===== src/rtl/bc_pkg.sv =====
// Shared types and constants for the bulls-and-cows game controller and scorer.
// Pure declarations: no latency, no backpressure.
package bc_pkg;

  typedef enum logic [2:0] {
    IDLE,
    GEN,
    ENTRY,
    SCORE,
    WIN,
    LOSE
  } state_t;

  localparam int          DIGITS       = 4;
  localparam int          GUESS_W      = 40;
  localparam int          ANSWER_W     = 16;
  localparam logic [3:0]  NIBBLE_BLANK = 4'hF;
  // Fibonacci taps 16,14,13,11 expressed as bit positions 15,13,12,10.
  localparam logic [15:0] LFSR_TAPS    = 16'hB400;

  // True when d equals one of the first count nibbles of vec.
  function automatic logic nib_hit(input logic [15:0] vec, input logic [2:0] count,
                                   input logic [3:0] d);
    logic hit;
    hit = 1'b0;
    for (int k = 0; k < DIGITS; k++) begin
      if (k < int'(count) && vec[k*4 +: 4] == d) hit = 1'b1;
    end
    return hit;
  endfunction

endpackage


===== src/rtl/bc_game_ctrl_if.sv =====
// Keypad, scorer and display signals of the game controller, bundled as one port.
// Latency and backpressure are set by the controller; all strobes are one-cycle pulses.
interface bc_game_ctrl_if;
  import bc_pkg::*;

  logic                start;
  logic                digit_valid;
  logic [3:0]          digit;
  logic                backspace;
  logic                submit;
  logic [3:0]          strike_in;
  logic [3:0]          ball_in;
  logic [GUESS_W-1:0]  guess;
  logic [ANSWER_W-1:0] answer;
  logic [2:0]          entry_count;
  logic [3:0]          try_count;
  logic [3:0]          last_strike;
  logic [3:0]          last_ball;
  logic                result_valid;
  logic                busy;
  logic                win;
  logic                lose;

  modport master (
    output start, digit_valid, digit, backspace, submit, strike_in, ball_in,
    input  guess, answer, entry_count, try_count, last_strike, last_ball,
           result_valid, busy, win, lose
  );

  modport slave (
    input  start, digit_valid, digit, backspace, submit, strike_in, ball_in,
    output guess, answer, entry_count, try_count, last_strike, last_ball,
           result_valid, busy, win, lose
  );
endinterface


===== src/rtl/bc_digit_lfsr.sv =====
// Free-running 16-bit Fibonacci LFSR offering a candidate answer digit every cycle.
// Latency: candidate is combinational from the register; no backpressure, shifts every cycle.
module bc_digit_lfsr
  import bc_pkg::*;
#(
  parameter logic [15:0] SEED = 16'hACE1
) (
  input  logic       clk,
  input  logic       rst,
  output logic [3:0] candidate,
  output logic       cand_ok
);

  logic [15:0] lfsr_q;
  logic        fb;

  assign fb = ^(lfsr_q & LFSR_TAPS);

  always_ff @(posedge clk or posedge rst) begin
    if (rst) lfsr_q <= SEED;
    else     lfsr_q <= {lfsr_q[14:0], fb};
  end

  assign candidate = lfsr_q[3:0];
  assign cand_ok   = (candidate <= 4'd9);

endmodule


===== src/rtl/bc_game_ctrl.sv =====
// Bulls-and-cows game sequencer: draws a secret, gathers a guess, scores it, tracks tries to win/lose.
// Latency: submit at N -> SCORE at N+1 -> result_valid/win/lose at N+2; no backpressure, inputs ignored when illegal.
module bc_game_ctrl
  import bc_pkg::*;
#(
  parameter int          MAX_TRIES = 9,
  parameter logic [15:0] LFSR_SEED = 16'hACE1
) (
  input  logic          clk,
  input  logic          rst,
  bc_game_ctrl_if.slave bus
);

  localparam logic [3:0] MAX_T = 4'(MAX_TRIES);
  localparam logic [2:0] FULL  = 3'(DIGITS);

  state_t        state_q, state_d;
  logic [15:0]   answer_q, answer_d;
  logic [15:0]   guess_q, guess_d;
  logic [2:0]    gen_idx_q, gen_idx_d;
  logic [2:0]    entry_q, entry_d;
  logic [3:0]    try_q, try_d;
  logic [3:0]    strike_q, strike_d;
  logic [3:0]    ball_q, ball_d;
  logic          rvalid_q, rvalid_d;

  logic [3:0]    candidate;
  logic          cand_ok;
  logic [1:0]    bs_idx;

  bc_digit_lfsr #(.SEED(LFSR_SEED)) u_lfsr (
    .clk       (clk),
    .rst       (rst),
    .candidate (candidate),
    .cand_ok   (cand_ok)
  );

  assign bs_idx = entry_q[1:0] - 2'd1;

  always_ff @(posedge clk or posedge rst) begin
    if (rst) begin
      state_q   <= IDLE;
      answer_q  <= '0;
      guess_q   <= {DIGITS{NIBBLE_BLANK}};
      gen_idx_q <= '0;
      entry_q   <= '0;
      try_q     <= '0;
      strike_q  <= '0;
      ball_q    <= '0;
      rvalid_q  <= 1'b0;
    end else begin
      state_q   <= state_d;
      answer_q  <= answer_d;
      guess_q   <= guess_d;
      gen_idx_q <= gen_idx_d;
      entry_q   <= entry_d;
      try_q     <= try_d;
      strike_q  <= strike_d;
      ball_q    <= ball_d;
      rvalid_q  <= rvalid_d;
    end
  end

  always_comb begin
    state_d   = state_q;
    answer_d  = answer_q;
    guess_d   = guess_q;
    gen_idx_d = gen_idx_q;
    entry_d   = entry_q;
    try_d     = try_q;
    strike_d  = strike_q;
    ball_d    = ball_q;
    rvalid_d  = 1'b0;

    if (bus.start) begin
      state_d   = GEN;
      answer_d  = '0;
      guess_d   = {DIGITS{NIBBLE_BLANK}};
      gen_idx_d = '0;
      entry_d   = '0;
      try_d     = '0;
      strike_d  = '0;
      ball_d    = '0;
    end else begin
      unique case (state_q)
        IDLE: ;
        GEN: begin
          if (cand_ok && !nib_hit(answer_q, gen_idx_q, candidate)) begin
            answer_d[{gen_idx_q[1:0], 2'b00} +: 4] = candidate;
            gen_idx_d = gen_idx_q + 3'd1;
            if (gen_idx_q == FULL - 3'd1) state_d = ENTRY;
          end
        end
        ENTRY: begin
          if (bus.backspace) begin
            if (entry_q != 3'd0) begin
              entry_d = entry_q - 3'd1;
              guess_d[{bs_idx, 2'b00} +: 4] = NIBBLE_BLANK;
            end
          end else if (bus.submit) begin
            if (entry_q == FULL) state_d = SCORE;
          end else if (bus.digit_valid && bus.digit <= 4'd9 && entry_q < FULL &&
                       !nib_hit(guess_q, entry_q, bus.digit)) begin
            guess_d[{entry_q[1:0], 2'b00} +: 4] = bus.digit;
            entry_d = entry_q + 3'd1;
          end
        end
        SCORE: begin
          strike_d = bus.strike_in;
          ball_d   = bus.ball_in;
          try_d    = try_q + 4'd1;
          rvalid_d = 1'b1;
          if (bus.strike_in == 4'd4) begin
            state_d = WIN;
          end else if (try_q + 4'd1 == MAX_T) begin
            state_d = LOSE;
          end else begin
            state_d = ENTRY;
            guess_d = {DIGITS{NIBBLE_BLANK}};
            entry_d = '0;
          end
        end
        WIN, LOSE: ;
        default: state_d = IDLE;
      endcase
    end
  end

  assign bus.guess        = {{(GUESS_W - 16) / 4{NIBBLE_BLANK}}, guess_q};
  assign bus.answer       = answer_q;
  assign bus.entry_count  = entry_q;
  assign bus.try_count    = try_q;
  assign bus.last_strike  = strike_q;
  assign bus.last_ball    = ball_q;
  assign bus.result_valid = rvalid_q;
  assign bus.busy         = (state_q == GEN) || (state_q == SCORE);
  assign bus.win          = (state_q == WIN);
  assign bus.lose         = (state_q == LOSE);

endmodule


===== src/flat_wrapper.sv =====
// flat-port wrapper written by rule: the top's interface ports become plain ports
module bc_game_ctrl_flat import bc_pkg::*;
#(
  parameter int          MAX_TRIES = 9,
  parameter logic [15:0] LFSR_SEED = 16'hACE1
)
  (clk, rst, bus_start, bus_digit_valid, bus_digit, bus_backspace, bus_submit, bus_strike_in, bus_ball_in, bus_guess, bus_answer, bus_entry_count, bus_try_count, bus_last_strike, bus_last_ball, bus_result_valid, bus_busy, bus_win, bus_lose);
  bc_game_ctrl_if bus_i ();
  input  logic clk;
  input  logic rst;
  input wire logic [$bits(bus_i.start)-1:0] bus_start;
  input wire logic [$bits(bus_i.digit_valid)-1:0] bus_digit_valid;
  input wire logic [$bits(bus_i.digit)-1:0] bus_digit;
  input wire logic [$bits(bus_i.backspace)-1:0] bus_backspace;
  input wire logic [$bits(bus_i.submit)-1:0] bus_submit;
  input wire logic [$bits(bus_i.strike_in)-1:0] bus_strike_in;
  input wire logic [$bits(bus_i.ball_in)-1:0] bus_ball_in;
  output wire logic [$bits(bus_i.guess)-1:0] bus_guess;
  output wire logic [$bits(bus_i.answer)-1:0] bus_answer;
  output wire logic [$bits(bus_i.entry_count)-1:0] bus_entry_count;
  output wire logic [$bits(bus_i.try_count)-1:0] bus_try_count;
  output wire logic [$bits(bus_i.last_strike)-1:0] bus_last_strike;
  output wire logic [$bits(bus_i.last_ball)-1:0] bus_last_ball;
  output wire logic [$bits(bus_i.result_valid)-1:0] bus_result_valid;
  output wire logic [$bits(bus_i.busy)-1:0] bus_busy;
  output wire logic [$bits(bus_i.win)-1:0] bus_win;
  output wire logic [$bits(bus_i.lose)-1:0] bus_lose;
  assign bus_i.start = bus_start;
  assign bus_i.digit_valid = bus_digit_valid;
  assign bus_i.digit = bus_digit;
  assign bus_i.backspace = bus_backspace;
  assign bus_i.submit = bus_submit;
  assign bus_i.strike_in = bus_strike_in;
  assign bus_i.ball_in = bus_ball_in;
  assign bus_guess = bus_i.guess;
  assign bus_answer = bus_i.answer;
  assign bus_entry_count = bus_i.entry_count;
  assign bus_try_count = bus_i.try_count;
  assign bus_last_strike = bus_i.last_strike;
  assign bus_last_ball = bus_i.last_ball;
  assign bus_result_valid = bus_i.result_valid;
  assign bus_busy = bus_i.busy;
  assign bus_win = bus_i.win;
  assign bus_lose = bus_i.lose;
  bc_game_ctrl #(.MAX_TRIES(MAX_TRIES), .LFSR_SEED(LFSR_SEED)) u_core (.clk(clk), .rst(rst), .bus(bus_i));
endmodule

===== config.mk =====
export PLATFORM = sky130hd
export DESIGN_NAME = bc_game_ctrl_flat
export DESIGN_NICKNAME = d
export VERILOG_FILES = /design/src/rtl/bc_pkg.sv /design/src/rtl/bc_game_ctrl_if.sv /design/src/rtl/bc_digit_lfsr.sv /design/src/rtl/bc_game_ctrl.sv /design/src/flat_wrapper.sv
export SDC_FILE = /design/constraint.sdc
export NUM_CORES = 1
export LEC_CHECK = 0
export BUFFER_PORTS_ARGS = -buffer_cell sky130_fd_sc_hd__buf_4
export CAP_MARGIN = 20
export CORE_MARGIN = 8
export CORE_UTILIZATION = 59
export CTS_CLUSTER_DIAMETER = 100
export CTS_CLUSTER_SIZE = 12
export DETAILED_ROUTE_END_ITERATION = 12
export GPL_TIMING_DRIVEN = 0
export PLACE_DENSITY = 0.84
export SLEW_MARGIN = 20
export SYNTH_ARGS = -nofsm -noshare
export SYNTH_HDL_FRONTEND = slang
export SYNTH_SLANG_ARGS = --single-unit

===== constraint.sdc =====
create_clock -name clk -period 4.8 [get_ports clk]
set_clock_uncertainty 0.1 [all_clocks]
set_input_delay 0.24 -clock clk [delete_from_list [all_inputs] [get_ports clk]]
set_output_delay 0.24 -clock clk [all_outputs]
set_load 0.01 [all_outputs]

After elaboration in Yosys (flattened, before gate mapping)

Cells that the tools add are included.

Add/sub/neg operators: 8
Reductions and logical operators: 26
Shift-type cells: 6
Muxes and demuxes: 56
$lt $le $gt $ge: 11
Eq/ne operators: 28

Operators by type and width:

| cell                                                      | number |
|---|---|
| two-way mux 16 bit                                        | 10 |
| two-way mux 3 bit                                         | 18 |
| bitwise mux 16 bit                                        | 3 |
| variable shift 4 x 6 -> 16 bit, first input constant      | 3 |
| == test 4 bit                                             | 8 |
| one-hot mux 16 bit (2 select lines)                       | 1 |
| indexed part select 4 x 6 -> 16 bit                       | 2 |
| two-way mux 4 bit                                         | 6 |
| negator 4 -> 6 bit                                        | 3 |
| two-way mux 1 bit                                         | 16 |
| XOR reduction 16 bit                                      | 1 |
| indexed part select 4 x 6 -> 16 bit, first input constant | 1 |
| logical AND 1 bit                                         | 12 |
| less-than comparator 1 x 3 -> 1 bit, first input constant | 4 |
| less-than comparator 2 x 3 -> 1 bit, first input constant | 4 |
| inequality test 3 bit, second input constant              | 4 |
| one-hot mux 3 bit (4 select lines)                        | 1 |
| AND reduction 6 bit                                       | 2 |
| == test 3 x 2 -> 1 bit, second input constant             | 3 |
| == test 3 bit, second input constant                      | 3 |
| inequality test 3 x 2 -> 1 bit, second input constant     | 3 |
| <= comparator 4 bit, second input constant                | 2 |
| inequality test 4 x 3 -> 1 bit, second input constant     | 2 |
| adder 3 x 1 -> 3 bit, second input constant               | 2 |
| other kinds (17)                                          | 21 |

Input port bits: 18
Logic and storage cells: 145
Flip-flop bits (word level): 70
Output and inout bits: 75

Longest topological paths before layout

Gate-level depths: netlist of the first run.

Word-level depth: 17
Mapped depth: 10

Modules after synthesis

A second synthesis of the first run with hierarchy kept.

Cells, all modules: 408
Area total of the unflattened synthesis: 4096.4 um^2

By module, submodules not included:

| module        | cells each | area each (um^2) | instances |
|---|---|---|---|
| bc_game_ctrl  | 383        | 3621.0           | 1 |
| bc_digit_lfsr | 25         | 475.5            | 1 |

Worst setup path before layout of the first run

No wires, ideal clock.

Kind: register to register
From: reg u_core.entry_q[0] (netlist: u_core.bus.entry_count[0])
To: reg u_core.guess_q[7]
Path buffers: 2
Clock period less this slack: 2.354 ns
Arrival time: 2.157 ns
Cell stages (with the launch flop): 11
Setup slack: 2.446 ns
Cell sequence: dfrtp_1 -> inv_1 -> ha_1 -> ha_1 -> a31oi_1 -> o21ai_1 -> nor4_4 -> or2_1 -> buf_6 -> buf_6 -> a32oi_2

Word-level cells in the longest chain between the ends: 14
Elaborated cells between the ends (all ways): 39
Classes of those cells: add/sub (3); order compare (5); eq/ne (2); shift (4); mux (16); reduce/logical (9)

RTL lines:

| what                                            | line                | text |
|---|---|---|
| start: declaration                              | bc_game_ctrl.sv:21  | `logic [2:0] entry_q, entry_d;` |
| start signal: assignment                        | bc_game_ctrl.sv:56  | `entry_q <= entry_d;` |
| less-than comparator 1 x 3 -> 1 bit             | bc_pkg.sv:27        | `if (k < int'(count) && vec[k*4 +: 4] == d) hit = 1'b1;` |
| logical AND 1 bit                               | bc_pkg.sv:27        |  |
| two-way mux 1 bit (4 in series)                 | bc_pkg.sv:27        |  |
| two-way mux 1 bit                               | bc_game_ctrl.sv:100 | `end else if (bus.submit) begin` |
| two-way mux 1 bit                               | bc_game_ctrl.sv:95  | `if (bus.backspace) begin` |
| two-way mux 1 bit                               | bc_game_ctrl.sv:85  | `unique case (state_q)` |
| two-way mux 1 bit                               | bc_game_ctrl.sv:75  | `if (bus.start) begin` |
| logical NOT 1 bit                               | bc_game_ctrl.sv:103 | `!nib_hit(guess_q, entry_q, bus.digit)) begin` |
| logical AND 1 bit                               | bc_game_ctrl.sv:102 | `end else if (bus.digit_valid && bus.digit <= 4'd9 && entry_q < FULL &&` |
| inequality test 4 x 3 -> 1 bit (no source line) | n/a                 |  |
| AND reduction 6 bit (no source line)            | n/a                 |  |
| end signal: assignment                          | bc_game_ctrl.sv:44  | `guess_q <= {DIGITS{NIBBLE_BLANK}};` |
| end signal: assignment                          | bc_game_ctrl.sv:54  | `guess_q <= guess_d;` |
| end: declaration                                | bc_game_ctrl.sv:19  | `logic [15:0] guess_q, guess_d;` |

Several ways; a longest one is shown, not always the timed one. The select of a mux whose other input is x is not followed.
A chain may end at the register's enable or synchronous reset.

Final worst setup path of the first run

From: reg u_core.entry_q[0] (netlist: u_core.bus.entry_count[0])
To: reg u_core.guess_q[0]

Same word-level chain as after synthesis.

==> reports/qor.json, run 1 <==
{
  "outcome": "finished, final reports clean",
  "number_of_synthesized_flops_with_an_enable_pin": 0,
  "post-place-cells": 579,
  "grt_setup_unrepaired": "no",
  "tritoncts_num_sinks": 70,
  "synthesis.area_per_instance_sq_um": 9.93,
  "initial_core_util": 0.604,
  "placedInstanceArea_sq_um": 4780,
  "worstPathMaxFanout": 12,
  "synthFlopType": "sky130_fd_sc_hd__dfrtp_1",
  "pin_count_of_the_biggest_net_entering_global_routing": 59,
  "first_pass_grt_wire_length_mm": 16.1,
  "cts_max_path_buffers": 2,
  "leakagePower_nw": 2.40,
  "path_buf_inv": 1,
  "detailedRoute.firstPassIterationCount": 4,
  "first_iter_violations": 161,
  "hp-class": "input pin to register",
  "cp_data_arrival_time_ns": 2.81,
  "placeableCoreArea_sq_um": 6760,
  "drt_drc_violations_left": 0,
  "postRouteAntennaNets": 0,
  "die_y_um": 99.2,
  "worst_max_slew_margin_expressed_relative_to_the_limit": 0.467,
  "deepest_level_of_the_cts_h_tree": 3,
  "max_stage_delay_ns": 0.58,
  "yosys.cell_types.count": 60,
  "share_of_the_synthesized_area_in_the_top_cell_type": 0.282,
  "timing_worst_slew_pin_value_ns": 0.788,
  "postRouteWirelength_mm": 9.59,
  "setup.worst_path.end_class": "register",
  "setup_total_neg_slack_ns": 0,
  "async_flop_share": 1.00,
  "ys_seq_area_frac": 0.437,
  "antenna-diode-count": 0,
  "area_growth_pct": 22.1,
  "critPathRequiredTime_ns": 4.96,
  "synthCells": 411,
  "maxCapViolCount": 0,
  "cpMaxStageDelayCell": "sky130_fd_sc_hd__dfrtp_1",
  "final_design_utilization": 0.737,
  "vdd.ir_drop.worst_v": 0.000203,
  "tritoncts": "built",
  "fin_worst_hold_slack_ns": 0.0314,
  "synthTopCellsByArea": "sky130_fd_sc_hd__dfrtp_1 (28%), sky130_fd_sc_hd__dfstp_2 (15%), sky130_fd_sc_hd__buf_4 (5.2%)",
  "synth.cells.most_frequent": "sky130_fd_sc_hd__nand2_1 (50), sky130_fd_sc_hd__dfrtp_1 (46), sky130_fd_sc_hd__buf_4 (28), sky130_fd_sc_hd__inv_1 (28), sky130_fd_sc_hd__dfstp_2 (24)",
  "timing.final.max_slew_violations": 0,
  "setup.worst_path.start_class": "register",
  "clk-insertion-delay-late_ns": 0.35,
  "grt-ovfl-total": 0,
  "ys_ff_latch": 70,
  "layout_worst_path_cycle_share": 0.553,
  "dp.final_hpwl_mm": 7.15,
  "synth.most_common_cell": "sky130_fd_sc_hd__nand2_1",
  "synthesis.area_sq_um": 4080,
  "fillCellCount": 479,
  "die_outline_area_sq_um": 9830,
  "floorplan.rows": 30,
  "report.final.setup_viol": 0,
  "clock_period_minus_worst_slack_ns": 2.65,
  "detail_route.wl_per_cell_um": 16.1,
  "timing.critical_path.cells": "inv_1 > ha_1 > ha_1 > a31oi_1 > o21ai_1 > nor4_4 > o21ai_0 > a22oi_1",
  "count_of_nets_after_finishing": 543,
  "layout-drive-gt1-share": 0.304,
  "num_vias": 3304,
  "post_drt_via_cell_ratio": 5.53,
  "post_cts_buffers": 0,
  "fmax_mhz": 377,
  "power.density_nw_per_um2": 368,
  "grt_antenna_before_repair": 0,
  "finalHoldViolations": 0,
  "chipWidth_um": 99.2,
  "cts_root_buf": "sky130_fd_sc_hd__clkbuf_8",
  "cts_buffers": 9,
  "grt_util_all_layers": 0.202,
  "yosysWarnings": 0,
  "setup.worst_path.class": "register to register",
  "worst_path_dominant_cell_family": "compound AO/OA/AOI/OAI gates",
  "boundaryPins": 93,
  "cts.reportedPaths.clkPinSlew_ns": 0.08,
  "fin_cells": 597,
  "critical-path-top-cell-by-count": "sky130_fd_sc_hd__ha_1",
  "final_design_area_no_fill_sq_um": 4980,
  "via_count_of_the_first_global_routing_pass": 3231,
  "gp_congestion": 0.923,
  "synth_top_cell_by_area": "sky130_fd_sc_hd__dfrtp_1",
  "count_of_port_buffers_added_during_placement": 64
}
[final timing paths]
path | slack, ns | cells past startpoint | endpoint | startpoint
max in group asynchronous | 3.75 | 4 | u_core.guess_q[15]$_DFFE_PP1P_ | rst
hold / removal | 0.03 | 3 | u_core.bus.last_ball[2]$_DFFE_PP0P_ | bus_ball_in[2]
setup reg to reg | 2.15 | 8 | u_core.guess_q[0]$_DFFE_PP1P_ | u_core.bus.entry_count[0]$_DFFE_PP0P_
min in group asynchronous | 0.27 | 3 | u_core.bus.last_strike[1]$_DFFE_PP0P_ | rst
setup / recovery | 2.15 | 8 | u_core.guess_q[0]$_DFFE_PP1P_ | u_core.bus.entry_count[0]$_DFFE_PP0P_
hold reg to reg | 0.25 | 0 | u_core.u_lfsr.lfsr_q[9]$_DFF_PP0_ | u_core.u_lfsr.lfsr_q[8]$_DFF_PP0_
[area by class of cell]
type                            count  area [sq um]  area share
Tap cell                           80           100      0.0201
Multi-Input combinational cell    293          1980       0.398
Clock buffer                       10           128      0.0256
Sequential cell                    70          1780       0.358
Clock inverter                      6          61.3      0.0123
Buffer                             43           300      0.0603
Inverter                           28           108      0.0216
Timing Repair Buffer               67           523       0.105
[routing by layer]
metal | part of all wire | global-route usage | vias to the layer above
met5 | 0 | 0 | -
met4 | 0.014 | 0.0768 | 0
met3 | 0.10 | 0.0677 | 14
met2 | 0.46 | 0.315 | 151
met1 | 0.43 | 0.252 | 1565
li1 | - | - | 1574
[metrics by stage]
stage	total power, W	setup slack, ns
after floorplan	0.00117	2.45
after global placement	0.00134	1.96
after detailed placement	0.00136	2.22
after CTS	0.00183	2.18
after global routing	0.00193	1.95
final	0.00183	2.15
[sequential cells by signal, summed over array words and instances (netlist names)]
signal                   flops
u_core.bus.last_strike       4
u_core.bus.answer           16
u_core.u_lfsr.lfsr_q        16
u_core.bus.try_count         4
u_core.guess_q              16
u_core.state_q               3
u_core.bus.last_ball         4
u_core.gen_idx_q             3
u_core.bus.entry_count       3
u_core.bus.result_valid      1
[what timing repair did]
item | in CTS | in global routing
endpoints found under the hold margin | 12 | 0
setup endpoints to repair | 0 | 0
hold buffers | 1 | 0
gates resized for setup | 0 | 0
[layout by cell type, fill, tap and decap left out, types with 9 or more instances in the layout]
cell type / instances
sky130_fd_sc_hd__mux2i_1: 12
sky130_fd_sc_hd__a32oi_1: 11
sky130_fd_sc_hd__inv_1: 27
sky130_fd_sc_hd__xnor2_1: 16
sky130_fd_sc_hd__xor2_1: 15
sky130_fd_sc_hd__dfstp_2: 24
sky130_fd_sc_hd__nor2b_1: 9
sky130_fd_sc_hd__nand2_1: 50
sky130_fd_sc_hd__dfrtp_1: 46
sky130_fd_sc_hd__o21ai_0: 9
sky130_fd_sc_hd__nor2_1: 17
sky130_fd_sc_hd__buf_4: 92
sky130_fd_sc_hd__conb_1: 24
sky130_fd_sc_hd__a21oi_1: 22
sky130_fd_sc_hd__nand2b_1: 16
sky130_fd_sc_hd__clkbuf_8: 9
sky130_fd_sc_hd__ha_1: 13
[power by group]
| part | total [W] | internal, W | switching (W) |
|---|---|---|---|
| sequential | 0.000736 | 0.000666 | 0.0000697 |
| combinational | 0.000635 | 0.000267 | 0.000368 |
| clock | 0.000463 | 0.000239 | 0.000223 |
| total | 0.00183 | 0.00117 | 0.000661 |
[worst register-to-register path, cell delays in order (launching register included)]
cell and delay [ns]:
sky130_fd_sc_hd__dfrtp_1 0.58, sky130_fd_sc_hd__inv_1 0.15, sky130_fd_sc_hd__ha_1 0.27, sky130_fd_sc_hd__ha_1 0.21, sky130_fd_sc_hd__a31oi_1 0.17, sky130_fd_sc_hd__o21ai_1 0.11, sky130_fd_sc_hd__nor4_4 0.42, sky130_fd_sc_hd__o21ai_0 0.29
sky130_fd_sc_hd__a22oi_1 0.27
[kinds of logic (layout without fill, tap and decap cells)]
family                     count (synthesis)  after routing  synth area share
adders and majority gates                 13             13            0.0399
and+or+nand+nor                          130            130             0.180
other                                      1             24          0.000919
buffers and inverters                     71            154            0.0993
AOI/OAI and AO/OA                         81             81             0.142
xor gates and xnor gates                  31             31            0.0665
muxes                                     14             14            0.0349
DFF                                       70             70             0.437
No activity file was read; power rests on OpenSTA's default activity.
==> run 2, diff against run 1 <==
--- a/config.mk
+++ b/config.mk
@@ -5,15 +5,16 @@
 export SDC_FILE = /design/constraint.sdc
 export NUM_CORES = 1
 export LEC_CHECK = 0
+export ABC_AREA = 1
 export BUFFER_PORTS_ARGS = -buffer_cell sky130_fd_sc_hd__buf_4
 export CAP_MARGIN = 20
 export CORE_MARGIN = 8
-export CORE_UTILIZATION = 59
+export CORE_UTILIZATION = 55
 export CTS_CLUSTER_DIAMETER = 100
 export CTS_CLUSTER_SIZE = 12
 export DETAILED_ROUTE_END_ITERATION = 12
 export GPL_TIMING_DRIVEN = 0
-export PLACE_DENSITY = 0.84
+export PLACE_DENSITY = 0.79
 export SLEW_MARGIN = 20
 export SYNTH_ARGS = -nofsm -noshare
 export SYNTH_HDL_FRONTEND = slang
==> constraint.sdc (replaced) <==
create_clock -name clk -period 2.5 [get_ports clk]
set_clock_uncertainty 0.1 [all_clocks]
set_input_delay 0.125 -clock clk [delete_from_list [all_inputs] [get_ports clk]]
set_output_delay 0.125 -clock clk [all_outputs]
set_load 0.01 [all_outputs]
==> run 2 against run 1 <==
Net effect:
- critical path depth is 1 higher
- flip-flop and latch count stayed put
- core utilization is 4.6 points lower
- synthesized cell count is 31% higher
- register-to-register slack worse by 1.9 ns
- fmax is 19% higher
- global-route usage hardly changed
- critical path type unchanged
- critical endpoint is now u_core.guess_q[13]$_DFFE_PP1P_
- largest cell class unchanged
==> reports/qor.json, run 2 <==
{
  "multiInputGateArea": {"value": 2050, "unit": "sq um", "change": "+3.3%"},
  "setup.worst_path.start": "u_core.bus.entry_count[0]$_DFFE_PP0P_",
  "max_stage_delay": {"value": 0.46, "unit": "ns", "change": "-0.12 ns"},
  "path_buf_inv": {"value": 2, "change": "+1"},
  "hp-class": "input pin to register",
  "register_area": {"value": 1780, "unit": "sq um", "change": "about the same"},
  "worst_path_dominant_cell_family": "adder cells",
  "grt_setup_unrepaired": "no",
  "synth_top_cell_by_area": "sky130_fd_sc_hd__dfrtp_1",
  "pin_count_of_the_biggest_net_entering_global_routing": {"value": 47, "change": "-20%"},
  "grt_util_all_layers": {"value": 0.202, "change": "+0.000430"},
  "yosys.cell_types.count": {"value": 37, "change": "-38%"},
  "count_of_nets_after_finishing": {"value": 681, "change": "+25%"},
  "placeableCoreArea": {"value": 7570, "unit": "sq um", "change": "+12%"},
  "first_iter_violations": {"value": 173, "change": "+7.5%"},
  "cts_buffers": {"value": 9, "change": "unchanged"},
  "area_growth_pct": 24.0,
  "number_of_synthesized_flops_with_an_enable_pin": {"value": 0, "change": "unchanged"},
  "timing.critical_path.cells": "inv_1 > ha_1 > ha_1 > nand3_1 > o21ai_0 > nor2_2 > buf_2 > nand4_1 > nand2_1",
  "layout_worst_path_cycle_share": {"value": 0.893, "change": "+0.340"},
  "postRouteWirelength": {"value": 10.5, "unit": "mm", "change": "+9.8%"},
  "worstPathMaxFanout": {"value": 10, "change": "-2"},
  "worst_max_slew_margin_expressed_relative_to_the_limit": {"value": 0.614, "change": "+0.147"},
  "setup.worst_path.end_class": "register",
  "critical-path-top-cell-by-count": "sky130_fd_sc_hd__ha_1",
  "tritoncts": "built",
  "grt_antenna_before_repair": {"value": 0, "change": "unchanged"},
  "boundaryPins": {"value": 93, "change": "unchanged"},
  "layout-drive-gt1-share": {"value": 0.243, "change": "-0.0609"},
  "worstRegToRegCells": {"value": 9, "change": "+1"},
  "clock_period_minus_worst_slack": {"value": 2.23, "unit": "ns", "change": "-0.422 ns"},
  "regToRegStartpoint": "u_core.bus.entry_count[0]$_DFFE_PP0P_",
  "drt_drc_violations_left": {"value": 0, "change": "unchanged"},
  "count_of_port_buffers_added_during_placement": {"value": 66, "change": "+3.1%"},
  "synth.cells.most_frequent": "sky130_fd_sc_hd__nand2_1 (153), sky130_fd_sc_hd__nand3_1 (53), sky130_fd_sc_hd__inv_1 (51)",
  "detailedRoute.firstPassIterationCount": {"value": 5, "change": "+1"},
  "chipWidth": {"value": 104, "unit": "um", "change": "+4.5%"},
  "commonest_non_fill_non_tap_cell_in_the_layout": "sky130_fd_sc_hd__nand2_1",
  "ys_ff_latch": {"value": 70, "change": "unchanged"},
  "cts_root_buf": "sky130_fd_sc_hd__clkbuf_8",
  "power.density": {"value": 871, "unit": "nW/um^2", "change": "+140%"},
  "async_flop_share": {"value": 1.00, "change": "unchanged"},
  "fillCellCount": {"value": 606, "change": "+27%"},
  "cp_data_arrival_time": {"value": 2.43, "unit": "ns", "change": "-0.38 ns"},
  "post_drt_via_cell_ratio": {"value": 5.16, "change": "-6.7%"},
  "initial_core_util": {"value": 0.558, "change": "-0.0462"},
  "hold_path_startpoint": "bus_start",
  "postRouteAntennaNets": {"value": 0, "change": "unchanged"},
  "yosysWarnings": {"value": 0, "change": "unchanged"},
  "die_y": {"value": 104, "unit": "um", "change": "+4.5%"},
  "antenna-diode-count": {"value": 0, "change": "unchanged"},
  "setup.worst_path.start_class": "register",
  "synth.most_common_cell": "sky130_fd_sc_hd__nand2_1",
  "synthTopCellsByArea": "sky130_fd_sc_hd__dfrtp_1 (27%), sky130_fd_sc_hd__dfstp_2 (15%), sky130_fd_sc_hd__nand2_1 (14%)",
  "fmax": {"value": 448, "unit": "MHz", "change": "+19%"},
  "outcome": "finished, final reports clean",
  "die_outline_area": {"value": 10700, "unit": "sq um", "change": "+9.2%"},
  "num_vias": {"value": 3907, "change": "+18%"},
  "synthFlopType": "sky130_fd_sc_hd__dfrtp_1",
  "report.final.setup_viol": {"value": 0, "change": "unchanged"},
  "r2r_slack": {"value": 0.27, "unit": "ns", "change": "-1.88 ns"},
  "p_total": {"value": 0.00456, "unit": "W", "change": "+150%"},
  "final_design_utilization": {"value": 0.692, "change": "-0.0456"},
  "deepest_level_of_the_cts_h_tree": {"value": 3, "change": "unchanged"},
  "tritoncts_num_sinks": {"value": 70, "change": "unchanged"},
  "fin_worst_hold_slack": {"value": 0.0521, "unit": "ns", "change": "+0.0207 ns"},
  "post_cts_buffers": {"value": 0, "change": "unchanged"},
  "timing.final.max_slew_violations": {"value": 0, "change": "unchanged"},
  "cts.reportedPaths.clkPinSlew": {"value": 0.08, "unit": "ns", "change": "about the same"},
  "setup.worst_path.class": "register to register",
  "ys_seq_area_frac": {"value": 0.422, "change": "-0.0145"},
  "first_pass_grt_wire_length": {"value": 18.2, "unit": "mm", "change": "+14%"},
  "gp_congestion": {"value": 0.887, "change": "-3.9%"},
  "timing_worst_slew_pin_value": {"value": 0.573, "unit": "ns", "change": "-0.215 ns"},
  "holdPathStages": {"value": 2, "change": "-1"},
  "share_of_the_synthesized_area_in_the_top_cell_type": {"value": 0.273, "change": "-0.00936"},
  "via_count_of_the_first_global_routing_pass": {"value": 3950, "change": "+22%"},
  "dp.final_hpwl": {"value": 7.85, "unit": "mm", "change": "+9.8%"},
  "leakagePower": {"value": 2.68, "unit": "nW", "change": "+12%"},
  "detail_route.wl_per_cell": {"value": 13.9, "unit": "um", "change": "-13%"},
  "synthesis.area_per_instance": {"value": 7.82, "unit": "sq um", "change": "-21%"},
  "floorplan.rows": {"value": 32, "change": "+6.7%"},
  "critPathRequiredTime": {"value": 2.70, "unit": "ns", "change": "-2.26 ns"},
  "synthesis.area": {"value": 4220, "unit": "sq um", "change": "+3.4%"},
  "layout.cells.most_common_list": "sky130_fd_sc_hd__nand2_1 (153), sky130_fd_sc_hd__buf_4 (92), sky130_fd_sc_hd__nand3_1 (53)",
  "clk-insertion-delay-late": {"value": 0.37, "unit": "ns", "change": "+0.02 ns"},
  "cts_max_path_buffers": {"value": 2, "change": "unchanged"},
  "min_delay_worst_endpoint": "u_core.bus.result_valid$_DFF_PP0_",
  "grt-ovfl-total": {"value": 0, "change": "unchanged"},
  "finalHoldViolations": {"value": 0, "change": "unchanged"},
  "vdd.ir_drop.worst": {"value": 0.000547, "unit": "V", "change": "+170%"},
  "rr_endpoint": "u_core.guess_q[13]$_DFFE_PP1P_",
  "maxCapViolCount": {"value": 0, "change": "unchanged"},
  "synthCells": {"value": 540, "change": "+31%"},
  "cpMaxStageDelayCell": "sky130_fd_sc_hd__dfrtp_2"
}
-- run 2: cell count changes after synthesis, moves of 16 or more --
cell                       change
sky130_fd_sc_hd__o21ai_0      +18
sky130_fd_sc_hd__nand3_1      +46
sky130_fd_sc_hd__nand2b_1     -16
sky130_fd_sc_hd__nor2_1       +24
sky130_fd_sc_hd__inv_1        +23
sky130_fd_sc_hd__nand4_1      +21
sky130_fd_sc_hd__nand2_1     +103
-- run 2: per-layer routing --
metal  vias to the layer above  share of wire  GRT usage
li1                       1936              -          -
met1                      1815           0.41      0.231
met2                       133           0.50      0.345
met3                        23          0.067     0.0446
met4                         0          0.022      0.105
met5                         -              0          0
-- run 2: metrics by stage --
step,TNS [ns],instance area [sq um],instances,setup slack [ns]
finish,0,5240,757,0.268
detailed placement,0,4950,732,0.133
global placement,-11.37,4930,731,-0.250
CTS,0,5230,757,0.110
global route,0,5240,757,0.0838
floorplan,0,4310,563,0.489
-- run 2: final cells by class --
class / instances / share of cell area
sequential: 70 / 0.341
timing repair buffer: 76 / 0.116
inverter: 55 / 0.0404
tap: 102 / 0.0244
clock inverter: 6 / 0.00956
multi-input combinational: 399 / 0.391
clock buffer: 10 / 0.0263
buffer: 39 / 0.0521
-- run 2: power by group --
| group | switching, W | internal (W) |
|---|---|---|
| Clock | 0.000479 | 0.000401 |
| Sequential | 0.000219 | 0.00144 |
| Combinational | 0.00124 | 0.000776 |
-- run 2: worst max path at each step --
stage / end / slack, ns / depth (start not counted)
2_1_floorplan: u_core.guess_q[0]$_DFFE_PP1P_ / 0.49 / 9
3_3_place_gp: u_core.bus.answer[14]$_DFFE_PP0P_ / -0.25 / 2
3_5_place_dp: u_core.guess_q[10]$_DFFE_PP1P_ / 0.13 / 9
4_1_cts: u_core.guess_q[10]$_DFFE_PP1P_ / 0.11 / 9
5_1_grt: u_core.guess_q[14]$_DFFE_PP1P_ / 0.08 / 9
6_report: u_core.guess_q[13]$_DFFE_PP1P_ / 0.27 / 9
-- run 2: cell families after synthesis --
family	count (synthesis)	synth area share
AO/OA/AOI/OAI	48	0.0649
XOR/XNOR	17	0.0353
adder cells (fa/ha/maj)	13	0.0385
buffers and inverters	94	0.114
flip-flops	70	0.422
other	1	0.000888
AND/OR/NAND/NOR	297	0.324
-- run 2: worst register-to-register path: stages (launching register included) --
cell                      delay [ns]
sky130_fd_sc_hd__dfrtp_2        0.46
sky130_fd_sc_hd__inv_1          0.17
sky130_fd_sc_hd__ha_1           0.34
sky130_fd_sc_hd__ha_1           0.23
sky130_fd_sc_hd__nand3_1        0.07
sky130_fd_sc_hd__o21ai_0        0.09
sky130_fd_sc_hd__nor2_2         0.21
sky130_fd_sc_hd__buf_2          0.26
sky130_fd_sc_hd__nand4_1        0.14
sky130_fd_sc_hd__nand2_1        0.11
-- run 2: timing repair --
action | in CTS | in global routing
setup endpoints to repair | 0 | 17
endpoints found under the hold margin | 62 | 0
hold buffers | 9 | 0
gates resized for setup | 0 | 2
==> run 3, diff against run 2 <==
--- a/config.mk
+++ b/config.mk
@@ -9,12 +9,12 @@
 export BUFFER_PORTS_ARGS = -buffer_cell sky130_fd_sc_hd__buf_4
 export CAP_MARGIN = 20
 export CORE_MARGIN = 8
-export CORE_UTILIZATION = 55
+export CORE_UTILIZATION = 35
 export CTS_CLUSTER_DIAMETER = 100
 export CTS_CLUSTER_SIZE = 12
 export DETAILED_ROUTE_END_ITERATION = 12
 export GPL_TIMING_DRIVEN = 0
-export PLACE_DENSITY = 0.79
+export PLACE_DENSITY = 0.54
 export SLEW_MARGIN = 20
 export SYNTH_ARGS = -nofsm -noshare
 export SYNTH_HDL_FRONTEND = slang
==> run 3 against run 2 <==
Net effect:
- non-clock buffer count did not move
- fmax is 0.27% lower
- power grew 14%
- flip-flop and latch count did not move
==> reports/qor.json, run 3 (synthesized netlist as in run 2, its figures left out) <==
{
  "max_stage_delay": {"value": 0.45, "unit": "ns", "change": "about the same"},
  "first_pass_grt_wire_length": {"value": 18.7, "unit": "mm", "change": "+2.3%"},
  "final_design_utilization": {"value": 0.458, "change": "-0.233"},
  "placeableCoreArea": {"value": 11900, "unit": "sq um", "change": "+57%"},
  "area_growth_pct": 29.3,
  "hp-class": "input pin to register",
  "first_iter_violations": {"value": 206, "change": "+19%"},
  "postRouteWirelength": {"value": 11.2, "unit": "mm", "change": "+6.3%"},
  "pre_cts_slack": {"value": 0.0785, "unit": "ns", "change": "-0.0547 ns"},
  "initial_core_util": {"value": 0.354, "change": "-0.203"},
  "detail_route.wl_per_cell": {"value": 14.0, "unit": "um", "change": "+0.35%"},
  "setup.worst_path.start": "u_core.bus.entry_count[0]$_DFFE_PP0P_",
  "report.final.setup_viol": {"value": 0, "change": "unchanged"},
  "vdd.ir_drop.worst": {"value": 0.000402, "unit": "V", "change": "-27%"},
  "grt_setup_unrepaired": "no",
  "post-place-cells": {"value": 777, "change": "+6.1%"},
  "finalHoldViolations": {"value": 0, "change": "unchanged"},
  "grt-ovfl-total": {"value": 0, "change": "unchanged"},
  "cpMaxStageDelayCell": "sky130_fd_sc_hd__dfrtp_2",
  "cp_data_arrival_time": {"value": 2.41, "unit": "ns", "change": "-0.02 ns"},
  "fmax": {"value": 447, "unit": "MHz", "change": "-0.27%"},
  "floorplan.rows": {"value": 40, "change": "+25%"},
  "register_area": {"value": 1780, "unit": "sq um", "change": "unchanged"},
  "worst_path_dominant_cell_family": "adder cells",
  "layout-drive-gt1-share": {"value": 0.241, "change": "-0.00153"},
  "count_of_port_buffers_added_during_placement": {"value": 66, "change": "unchanged"},
  "die_y": {"value": 126, "unit": "um", "change": "+21%"},
  "chipWidth": {"value": 126, "unit": "um", "change": "+21%"},
  "clk-insertion-delay-late": {"value": 0.33, "unit": "ns", "change": "-0.04 ns"},
  "commonest_non_fill_non_tap_cell_in_the_layout": "sky130_fd_sc_hd__nand2_1",
  "layout_setup_ws": {"value": 0.262, "unit": "ns", "change": "-0.00611 ns"},
  "fin_cells": {"value": 802, "change": "+5.9%"},
  "placedInstanceArea": {"value": 5020, "unit": "sq um", "change": "+1.3%"},
  "dp.final_hpwl": {"value": 8.51, "unit": "mm", "change": "+8.4%"},
  "outcome": "finished, final reports clean",
  "grt_util_all_layers": {"value": 0.144, "change": "-0.0584"},
  "drt-met1-wl": {"value": 5.19, "unit": "mm", "change": "+20%"},
  "worstPathMaxFanout": {"value": 10, "change": "unchanged"},
  "critical-path-top-cell-by-count": "sky130_fd_sc_hd__ha_1",
  "boundaryPins": {"value": 93, "change": "unchanged"},
  "postRouteAntennaNets": {"value": 0, "change": "unchanged"},
  "deepest_level_of_the_cts_h_tree": {"value": 3, "change": "unchanged"},
  "hold_path_startpoint": "bus_start",
  "antenna-diode-count": {"value": 0, "change": "unchanged"},
  "wl_met3": {"value": 601, "unit": "um", "change": "-15%"},
  "setup.worst_path.class": "register to register",
  "detailedRoute.firstPassIterationCount": {"value": 4, "change": "-1"},
  "cts.reportedPaths.clkPinSlew": {"value": 0.06, "unit": "ns", "change": "-0.02 ns"},
  "timing.final.max_slew_violations": {"value": 0, "change": "unchanged"},
  "num_vias": {"value": 3831, "change": "-1.9%"},
  "fillCellCount": {"value": 1195, "change": "+97%"},
  "timing.critical_path.cells": "inv_1 > ha_1 > ha_1 > nand3_1 > o21ai_0 > nor2_2 > buf_2 > nand4_1 > nand2_1",
  "cts_buffers": {"value": 9, "change": "unchanged"},
  "worst_max_slew_margin_expressed_relative_to_the_limit": {"value": 0.534, "change": "-0.0801"},
  "layout_worst_path_cycle_share": {"value": 0.895, "change": "+0.00245"},
  "die_outline_area": {"value": 15800, "unit": "sq um", "change": "+47%"},
  "layout.cells.most_common_list": "sky130_fd_sc_hd__nand2_1 (153), sky130_fd_sc_hd__buf_4 (92), sky130_fd_sc_hd__nand3_1 (53)",
  "leakagePower": {"value": 2.76, "unit": "nW", "change": "+2.9%"},
  "power.density": {"value": 954, "unit": "nW/um^2", "change": "+9.5%"},
  "tritoncts_num_sinks": {"value": 70, "change": "unchanged"},
  "met2WireLength": {"value": 5.21, "unit": "mm", "change": "-1.3%"},
  "multiInputGateArea": {"value": 2050, "unit": "sq um", "change": "unchanged"},
  "post_drt_via_cell_ratio": {"value": 4.78, "change": "-7.4%"},
  "maxUsedRoutingLayer": "met4",
  "pin_count_of_the_biggest_net_entering_global_routing": {"value": 50, "change": "+6.4%"},
  "cts_max_path_buffers": {"value": 2, "change": "unchanged"},
  "clock_period_minus_worst_slack": {"value": 2.24, "unit": "ns", "change": "+0.00611 ns"},
  "setup.worst_path.end_class": "register",
  "critPathRequiredTime": {"value": 2.68, "unit": "ns", "change": "-0.02 ns"},
  "final_design_area_no_fill": {"value": 5460, "unit": "sq um", "change": "+4.3%"},
  "path_buf_inv": {"value": 2, "change": "unchanged"},
  "setup.worst_path.start_class": "register",
  "via_count_of_the_first_global_routing_pass": {"value": 3724, "change": "-5.7%"},
  "grt_antenna_before_repair": {"value": 0, "change": "unchanged"},
  "timing_worst_slew_pin_value": {"value": 0.692, "unit": "ns", "change": "+0.119 ns"},
  "cts_root_buf": "sky130_fd_sc_hd__clkbuf_16",
  "tritoncts": "built",
  "regToRegStartpoint": "u_core.bus.entry_count[0]$_DFFE_PP0P_",
  "gp_congestion": {"value": 0.863, "change": "-2.7%"},
  "count_of_nets_after_finishing": {"value": 681, "change": "unchanged"},
  "maxCapViolCount": {"value": 0, "change": "unchanged"},
  "post_cts_buffers": {"value": 0, "change": "unchanged"},
  "drt_drc_violations_left": {"value": 0, "change": "unchanged"}
}
run 3: power by group:
part           internal [W]  switching [W]
combinational      0.000775        0.00125
clock               0.00100       0.000504
sequential          0.00145       0.000227
run 3: area by class of cell:
type / count / area share
Clock inverter: 5 / 0.0195
Timing Repair Buffer: 76 / 0.112
Tap cell: 147 / 0.0337
Sequential cell: 70 / 0.327
Buffer: 39 / 0.0500
Clock buffer: 11 / 0.0445
Multi-Input combinational cell: 399 / 0.375
Inverter: 55 / 0.0387
run 3: timing repair:
item	in CTS	in global routing
hold buffers	9	0
hold endpoints to repair	59	0
gates resized for setup	0	2
endpoints found under the setup margin	0	19
run 3: per-stage QoR:
| stage | setup TNS, ns | hold slack [ns] | total power [W] |
|---|---|---|---|
| global route | 0 | 0.0883 | 0.00558 |
| global placement | -15.26 | 0.236 | 0.00367 |
| detailed placement | 0 | 0.0111 | 0.00370 |
| CTS | 0 | 0.0689 | 0.00525 |
| floorplan | 0 | 0.171 | 0.00300 |
| finish | 0 | 0.0798 | 0.00521 |
run 3: path summary, 6_finish.rpt:
path / to / slack [ns] / cells after the start
worst max-delay path: u_core.guess_q[11]$_DFFE_PP1P_ / 0.26 / 9
worst min-delay path: u_core.bus.result_valid$_DFF_PP0_ / 0.08 / 2
worst max register to register: u_core.guess_q[11]$_DFFE_PP1P_ / 0.26 / 9
worst min register to register: u_core.u_lfsr.lfsr_q[15]$_DFF_PP1_ / 0.25 / 0
max in group asynchronous: u_core.guess_q[4]$_DFFE_PP1P_ / 1.51 / 4
min in group asynchronous: u_core.u_lfsr.lfsr_q[1]$_DFF_PP0_ / 0.21 / 3
run 3: per-layer routing:
layer	track usage	up-vias
met1	0.178	1802
met2	0.233	86
met4	0.0524	0
met3	0.0414	17
li1	-	1926
met5	0	-
run 3: worst reg2reg max path: cells and delay by family, from the launching register on:
family	cells	cell delay, ns
and+or+nand+nor	4	0.55
adders and majority gates	2	0.56
DFF	1	0.45
AOI/OAI and AO/OA	1	0.09
buffers and inverters	2	0.42
